===== config.mk =====
export PLATFORM = sky130hd
export DESIGN_NAME = thread_sched
export DESIGN_NICKNAME = d
export VERILOG_FILES = /design/src/rtl/thread_sched_pkg.sv /design/src/rtl/thread_sched_rr_arb4.sv /design/src/rtl/thread_sched.sv
export SDC_FILE = /design/constraint.sdc
export NUM_CORES = 1
export LEC_CHECK = 0
export CORE_MARGIN = 1.5
export CORE_UTILIZATION = 50
export CTS_CLUSTER_SIZE = 8
export DETAILED_ROUTE_END_ITERATION = 16
export DONT_BUFFER_PORTS = 1
export PLACE_DENSITY = 0.7
export SLEW_MARGIN = 20
export SYNTH_ARGS = -nofsm -noshare
export SYNTH_HDL_FRONTEND = slang
export SYNTH_SLANG_ARGS = --single-unit

===== constraint.sdc =====
create_clock -name clk_i -period 5.1 [get_ports clk_i]
set_input_delay 0.255 -clock clk_i [delete_from_list [all_inputs] [get_ports clk_i]]
set_output_delay 0.255 -clock clk_i [all_outputs]
set_load 0.1 [all_outputs]

===== src/rtl/thread_sched_pkg.sv =====
// Shared types and constants for the four-thread barrel issue scheduler.
package thread_sched_pkg;

   localparam int NUM_THREADS = 4;
   localparam int TID_W       = 2;

   typedef enum logic [1:0] {
      ST_IDLE = 2'd0,
      ST_RUN  = 2'd1,
      ST_DONE = 2'd2
   } state_e;

   // Each thread starts at the base of its own quarter of instruction memory.
   function automatic int unsigned start_pc(input logic [TID_W-1:0] tid, input int aw);
      return int'(tid) << (aw - 2);
   endfunction

endpackage


===== src/rtl/thread_sched_rr_arb4.sv =====
// Combinational 4-way round-robin pick: first requester after last_i, wrapping.
module rr_arb4 (
   input  logic [3:0] req_i,
   input  logic [1:0] last_i,
   output logic       gnt_valid_o,
   output logic [1:0] gnt_id_o
);

   // Scan from farthest to nearest so the nearest requester after last_i wins.
   always_comb begin
      gnt_valid_o = 1'b0;
      gnt_id_o    = last_i;
      for (int k = 4; k >= 1; k--) begin
         if (req_i[last_i + 2'(k)]) begin
            gnt_valid_o = 1'b1;
            gnt_id_o    = last_i + 2'(k);
         end
      end
   end

endmodule


===== src/rtl/thread_sched.sv =====
// Fine-grained multithreading issue scheduler: round-robin thread pick, per-thread
// PC tracking, branch redirect with one-cycle flush pulse, halt handling.
module thread_sched
   import thread_sched_pkg::*;
#(
   parameter int INSTMEM_LOG2_DEEP = 8
) (
   input  logic                         clk_i,
   input  logic                         rst_ni,
   input  logic                         en_i,
   input  logic [NUM_THREADS-1:0]       thread_en_i,
   input  logic                         stall_i,
   input  logic                         redirect_en_i,
   input  logic [TID_W-1:0]             redirect_thread_i,
   input  logic [INSTMEM_LOG2_DEEP-1:0] redirect_pc_i,
   input  logic                         halt_en_i,
   input  logic [TID_W-1:0]             halt_thread_i,
   output logic                         issue_valid_o,
   output logic [INSTMEM_LOG2_DEEP-1:0] pc_o,
   output logic [TID_W-1:0]             thread_id_o,
   output logic                         flush_o,
   output logic [TID_W-1:0]             flush_thread_o,
   output logic [NUM_THREADS-1:0]       thread_active_o,
   output logic                         all_halted_o
);

   localparam int AW = INSTMEM_LOG2_DEEP;

   state_e                 state_q, state_d;
   logic [NUM_THREADS-1:0] active_q, active_d;
   logic [AW-1:0]          pc_q [NUM_THREADS];
   logic [AW-1:0]          pc_d [NUM_THREADS];
   logic [TID_W-1:0]       last_q, last_d;
   logic                   valid_q, valid_d;
   logic [AW-1:0]          pco_q, pco_d;
   logic [TID_W-1:0]       tid_q, tid_d;
   logic                   flush_q, flush_d;
   logic [TID_W-1:0]       flush_tid_q, flush_tid_d;

   logic                   run_act, halt_hit, redir_hit, out_hit;
   logic [NUM_THREADS-1:0] eligible;
   logic                   gnt_valid;
   logic [TID_W-1:0]       gnt_id;

   assign run_act   = (state_q == ST_RUN) && en_i;
   assign halt_hit  = halt_en_i && active_q[halt_thread_i];
   // Halt of the same thread wins over its redirect: no PC update, no flush.
   assign redir_hit = redirect_en_i && active_q[redirect_thread_i] &&
                      !(halt_en_i && (halt_thread_i == redirect_thread_i));
   assign out_hit   = (halt_en_i && (halt_thread_i == tid_q)) ||
                      (redirect_en_i && (redirect_thread_i == tid_q));

   always_comb begin
      eligible = active_q;
      if (redirect_en_i) eligible[redirect_thread_i] = 1'b0;
      if (halt_en_i)     eligible[halt_thread_i]     = 1'b0;
   end

   rr_arb4 u_arb (
      .req_i       (eligible),
      .last_i      (last_q),
      .gnt_valid_o (gnt_valid),
      .gnt_id_o    (gnt_id)
   );

   always_ff @(posedge clk_i or negedge rst_ni) begin
      if (!rst_ni) begin
         state_q     <= ST_IDLE;
         active_q    <= '0;
         last_q      <= TID_W'(NUM_THREADS - 1);
         valid_q     <= 1'b0;
         pco_q       <= '0;
         tid_q       <= '0;
         flush_q     <= 1'b0;
         flush_tid_q <= '0;
         for (int t = 0; t < NUM_THREADS; t++) pc_q[t] <= AW'(start_pc(TID_W'(t), AW));
      end else begin
         state_q     <= state_d;
         active_q    <= active_d;
         last_q      <= last_d;
         valid_q     <= valid_d;
         pco_q       <= pco_d;
         tid_q       <= tid_d;
         flush_q     <= flush_d;
         flush_tid_q <= flush_tid_d;
         for (int t = 0; t < NUM_THREADS; t++) pc_q[t] <= pc_d[t];
      end
   end

   always_comb begin
      state_d = state_q;
      case (state_q)
         ST_IDLE: if (en_i) state_d = (thread_en_i == '0) ? ST_DONE : ST_RUN;
         ST_RUN: begin
            if (!en_i)                state_d = ST_IDLE;
            else if (active_d == '0)  state_d = ST_DONE;
         end
         ST_DONE: if (!en_i) state_d = ST_IDLE;
         default: state_d = ST_IDLE;
      endcase
   end

   // Issue/flush registers clear whenever the scheduler is not actively running.
   always_comb begin
      active_d    = active_q;
      pc_d        = pc_q;
      last_d      = last_q;
      valid_d     = 1'b0;
      pco_d       = '0;
      tid_d       = '0;
      flush_d     = 1'b0;
      flush_tid_d = '0;
      if ((state_q == ST_IDLE) && en_i) begin
         active_d = thread_en_i;
      end else if (run_act) begin
         if (halt_hit) active_d[halt_thread_i] = 1'b0;
         if (redir_hit) begin
            pc_d[redirect_thread_i] = redirect_pc_i;
            flush_d                 = 1'b1;
            flush_tid_d             = redirect_thread_i;
         end
         if (stall_i) begin
            valid_d = valid_q && !out_hit;
            pco_d   = pco_q;
            tid_d   = tid_q;
         end else if (gnt_valid) begin
            valid_d      = 1'b1;
            tid_d        = gnt_id;
            pco_d        = pc_q[gnt_id];
            pc_d[gnt_id] = pc_q[gnt_id] + AW'(1);
            last_d       = gnt_id;
         end
      end
   end

   always_comb begin
      issue_valid_o   = valid_q;
      pc_o            = pco_q;
      thread_id_o     = tid_q;
      flush_o         = flush_q;
      flush_thread_o  = flush_tid_q;
      thread_active_o = active_q;
      all_halted_o    = (state_q == ST_DONE);
   end

endmodule

==> flow_summary_export.csv <==
group,metric,value,unit
run_status,status,"complete, but fails checks",
run_status,violations,"design-rule violations",
detailed_routing,firstDrtPassIters,11,
timing,fin_crit_sh,74.25,%
clocking,cts_root_buf,"clkbuf_8",
setup_path,start_kind,"flip-flop",
timing,setup_viol,0,
die,start_util,52.54,%
timing,hold_viol_final,0,
timing,rsz0062_at_grt,"no",
setup_path,critPathArrivalTime,3980,ps
die,dieArea,0.007290,sq mm
min_path,hp-class,"input port to flip-flop",
clocking,cts_tree,"built",
logic_synthesis,synth_cell_types,70,
pwr,p_leak,1.378,nW
timing,worst_pin_slew,1097,ps
detailed_routing,drc_errors,5,
logic_synthesis,syn_area_per_cell,9.049,sq um
clocking,cts.sinks,54,
placement,pre_cts_slack,1372,ps
timing,relSlewSlack,26.53,%
detailed_routing,detail-route-antenna-nets,0,
die,die_w,85.38,um
global_routing,grt_pass1_vias,2906,
setup_path,crit_path_max_incr_delay,1010,ps
logic_synthesis,synth_area_leaders,"dfrtp_1 (35%), o22ai_1 (6.3%), nand2_1 (4.9%)",
detailed_routing,drtIter0Drc,281,
setup_path,cp-startpoint,"thread_active_o[3]$_DFF_PN0_",
detailed_routing,routed_wl,9096,um
logic_synthesis,synth_ff_type,"dfrtp_1",
logic_synthesis,synth.cell_area,0.003393,sq mm
placement,dp_hpwl,6601,um
layout,seq_area,0.001359,sq mm
setup_path,crit_family,"compound AO/OA/AOI/OAI gates",
timing,setup_slack,1313,ps
logic_synthesis,synth-edff-count,0,
setup_path,cp_num_buf_inv,1,
pwr,pwr_density_cell,800.8,mW/mm^2
detailed_routing,wl_per_cell,20.35,um
die,rows,29,
min_path,hp-start,"en_i",
layout,n_fill_cell,601,
clocking,clock_latency,320,ps
setup_path,worst-path-max-fanout,17,
clocking,clk_pin_slew,110,ps
global_routing,antenna_found_initial,0,
clocking,htreeDepth,2,
logic_synthesis,synth.top_cell.area_share,35.40,%
timing,fin_skew,9.934,ps
layout,multi_input_area,0.001907,sq mm
detailed_routing,dr_total_vias,3012,
detailed_routing,via_per_inst,6.738,
timing,setup_tns,0,ps
layout,stdcell_area,0.003547,sq mm
layout,layout.cells.non_filler,447,
global_routing,grt_usage,26.16,%
logic_synthesis,yosysSeqAreaShare,40.04,%
setup_path,required,5300,ps
layout,area_growth_syn_to_layout,4.535,%
setup_path,cpMaxStageDelayCell,"dfrtp_1",
logic_synthesis,ys_top_cells_by_count,"dfrtp_1 (48), nand2_1 (44), o22ai_1 (34)",
logic_synthesis,post-synth-top-area-cell,"dfrtp_1",
setup_path,path_class,"flip-flop to flip-flop",
logic_synthesis,syn-num-nets,398,
die,io_pins,41,
run,maxCapViolCount,0,
layout,drive_above_1_share,13.51,%
global_routing,grt_first_pass_wirelength,14940,um
timing,max_freq,264.1,MHz
setup_path,r2r-start,"thread_active_o[3]$_DFF_PN0_",
pwr,ir_drop,0.4013,mV
clocking,post_cts_buffers,0,
logic_synthesis,synth_seq_cells,54,
placement,place_congestion,0.9466,
timing,finalMaxSlewViolations,0,
die,die_height,85.38,um
clocking,cts_buffers,5,
clocking,cts_max_path_buffers,2,
global_routing,grt-ovfl-total,0,
die,fp.coreArea,0.006459,sq mm
layout,layout.nets,392,
layout,antenna_cells,0,
placement,placed_cells,437,
setup_path,end_kind,"flip-flop",
placement,portBuffers,0,
logic_synthesis,synthArstFlopShare,100.0,%
logic_synthesis,yosysWarnings,0,
logic_synthesis,synth_cells,375,
placement,postPlaceCellArea,0.003415,sq mm
global_routing,grt_max_degree,55,
logic_synthesis,synth_most_common_cell,"dfrtp_1",
timing,final.min_clock_period,3787,ps
setup_path,crit_path_cell_trace,"mux2i_1, a211oi_1, a32oi_1, o211ai_1, nor2_2, buf_4, a32oi_2, o211ai_2, nor4_4, xor2_2, a21oi_1",
layout,final_util,54.92,%
layout by cell type, fill, tap and decap left out, types with 6 or more instances in the layout:
master	instances
nand3_1	18
dfstp_2	6
a21oi_1	29
xnor2_1	9
nor2_1	26
inv_1	8
dfrtp_1	48
mux2i_1	7
o21ai_0	27
nand2_1	44
o22ai_1	34
flip-flops by register name, indices dropped and copies added (netlist names):
name	cells
pc_o	8
issue_valid_o	1
state_q	2
thread_active_o	4
flush_o	1
last_q	2
pc_q	32
flush_thread_o	2
thread_id_o	2
per-stage QoR:
step | power (W) | hold slack (ps)
final | 0.002841 | 55.26
after global routing | 0.003034 | 49.44
after CTS | 0.002812 | 50.71
after detailed placement | 0.002541 | -38.38
after global placement | 0.002530 | -38.48
after floorplan | 0.002204 | -40.59
kinds of logic (layout without fill, tap and decap cells):
| logic type | Yosys count | count (layout) | share of synthesized area [%] |
|---|---|---|---|
| and+or+nand+nor | 131 | 131 | 20.10 |
| DFF | 54 | 54 | 40.04 |
| buffers and inverters | 26 | 21 | 3.835 |
| AOI/OAI and AO/OA | 135 | 135 | 26.44 |
| xor gates and xnor gates | 14 | 14 | 4.388 |
| muxes | 14 | 14 | 4.830 |
| adders and majority gates | 1 | 1 | 0.3687 |
worst paths after layout:
kind / endpoint / slack, ps / cells after the start
max in group asynchronous: pc_q[15]$_DFFE_PN1P_ / 4370 / 2
min in group asynchronous: flush_thread_o[1]$_DFF_PN0_ / 440 / 2
setup reg to reg: pc_q[23]$_DFFE_PN0P_ / 1310 / 11
setup / recovery: pc_q[23]$_DFFE_PN0P_ / 1310 / 11
hold / removal: state_q[1]$_DFFE_PN0P_ / 60 / 1
hold reg to reg: pc_q[7]$_DFFE_PN1P_ / 540 / 2
routing by layer:
layer	routed length, um	vias up	GRT usage, %
met5	0	-	0
met2	4053	168	39.18
met1	3893	1435	38.57
met4	116	0	6.452
met3	1033	22	5.934
li1	-	1387	-
timing repair:
| action | in CTS | in global routing |
|---|---|---|
| resized for setup | 0 | 0 |
| hold buffers | 2 | 0 |
| endpoints found under the hold margin | 54 | 0 |
report_power, final:
group          switching (W)  internal [W]
logic                0.00106      0.000578
clock network       0.000155      0.000101
registers           0.000337      0.000609
total                0.00155       0.00129
worst register-to-register path: stages, from the launching register on:
cell and delay, ps:
dfrtp_1 1010, mux2i_1 280, a211oi_1 430, a32oi_1 190, o211ai_1 230, nor2_2 120
buf_4 220, a32oi_2 340, o211ai_2 200, nor4_4 300, xor2_2 250, a21oi_1 100
layout make-up:
class | instances | share of cell area [%]
clock buffers | 5 | 1.940
clock inverters | 3 | 0.7407
inverters | 8 | 0.8466
multi-input cells | 295 | 53.76
flip-flops and latches | 54 | 38.31
well taps | 77 | 2.716
repair buffers | 5 | 1.693
Power figures use the tool's default switching activity.
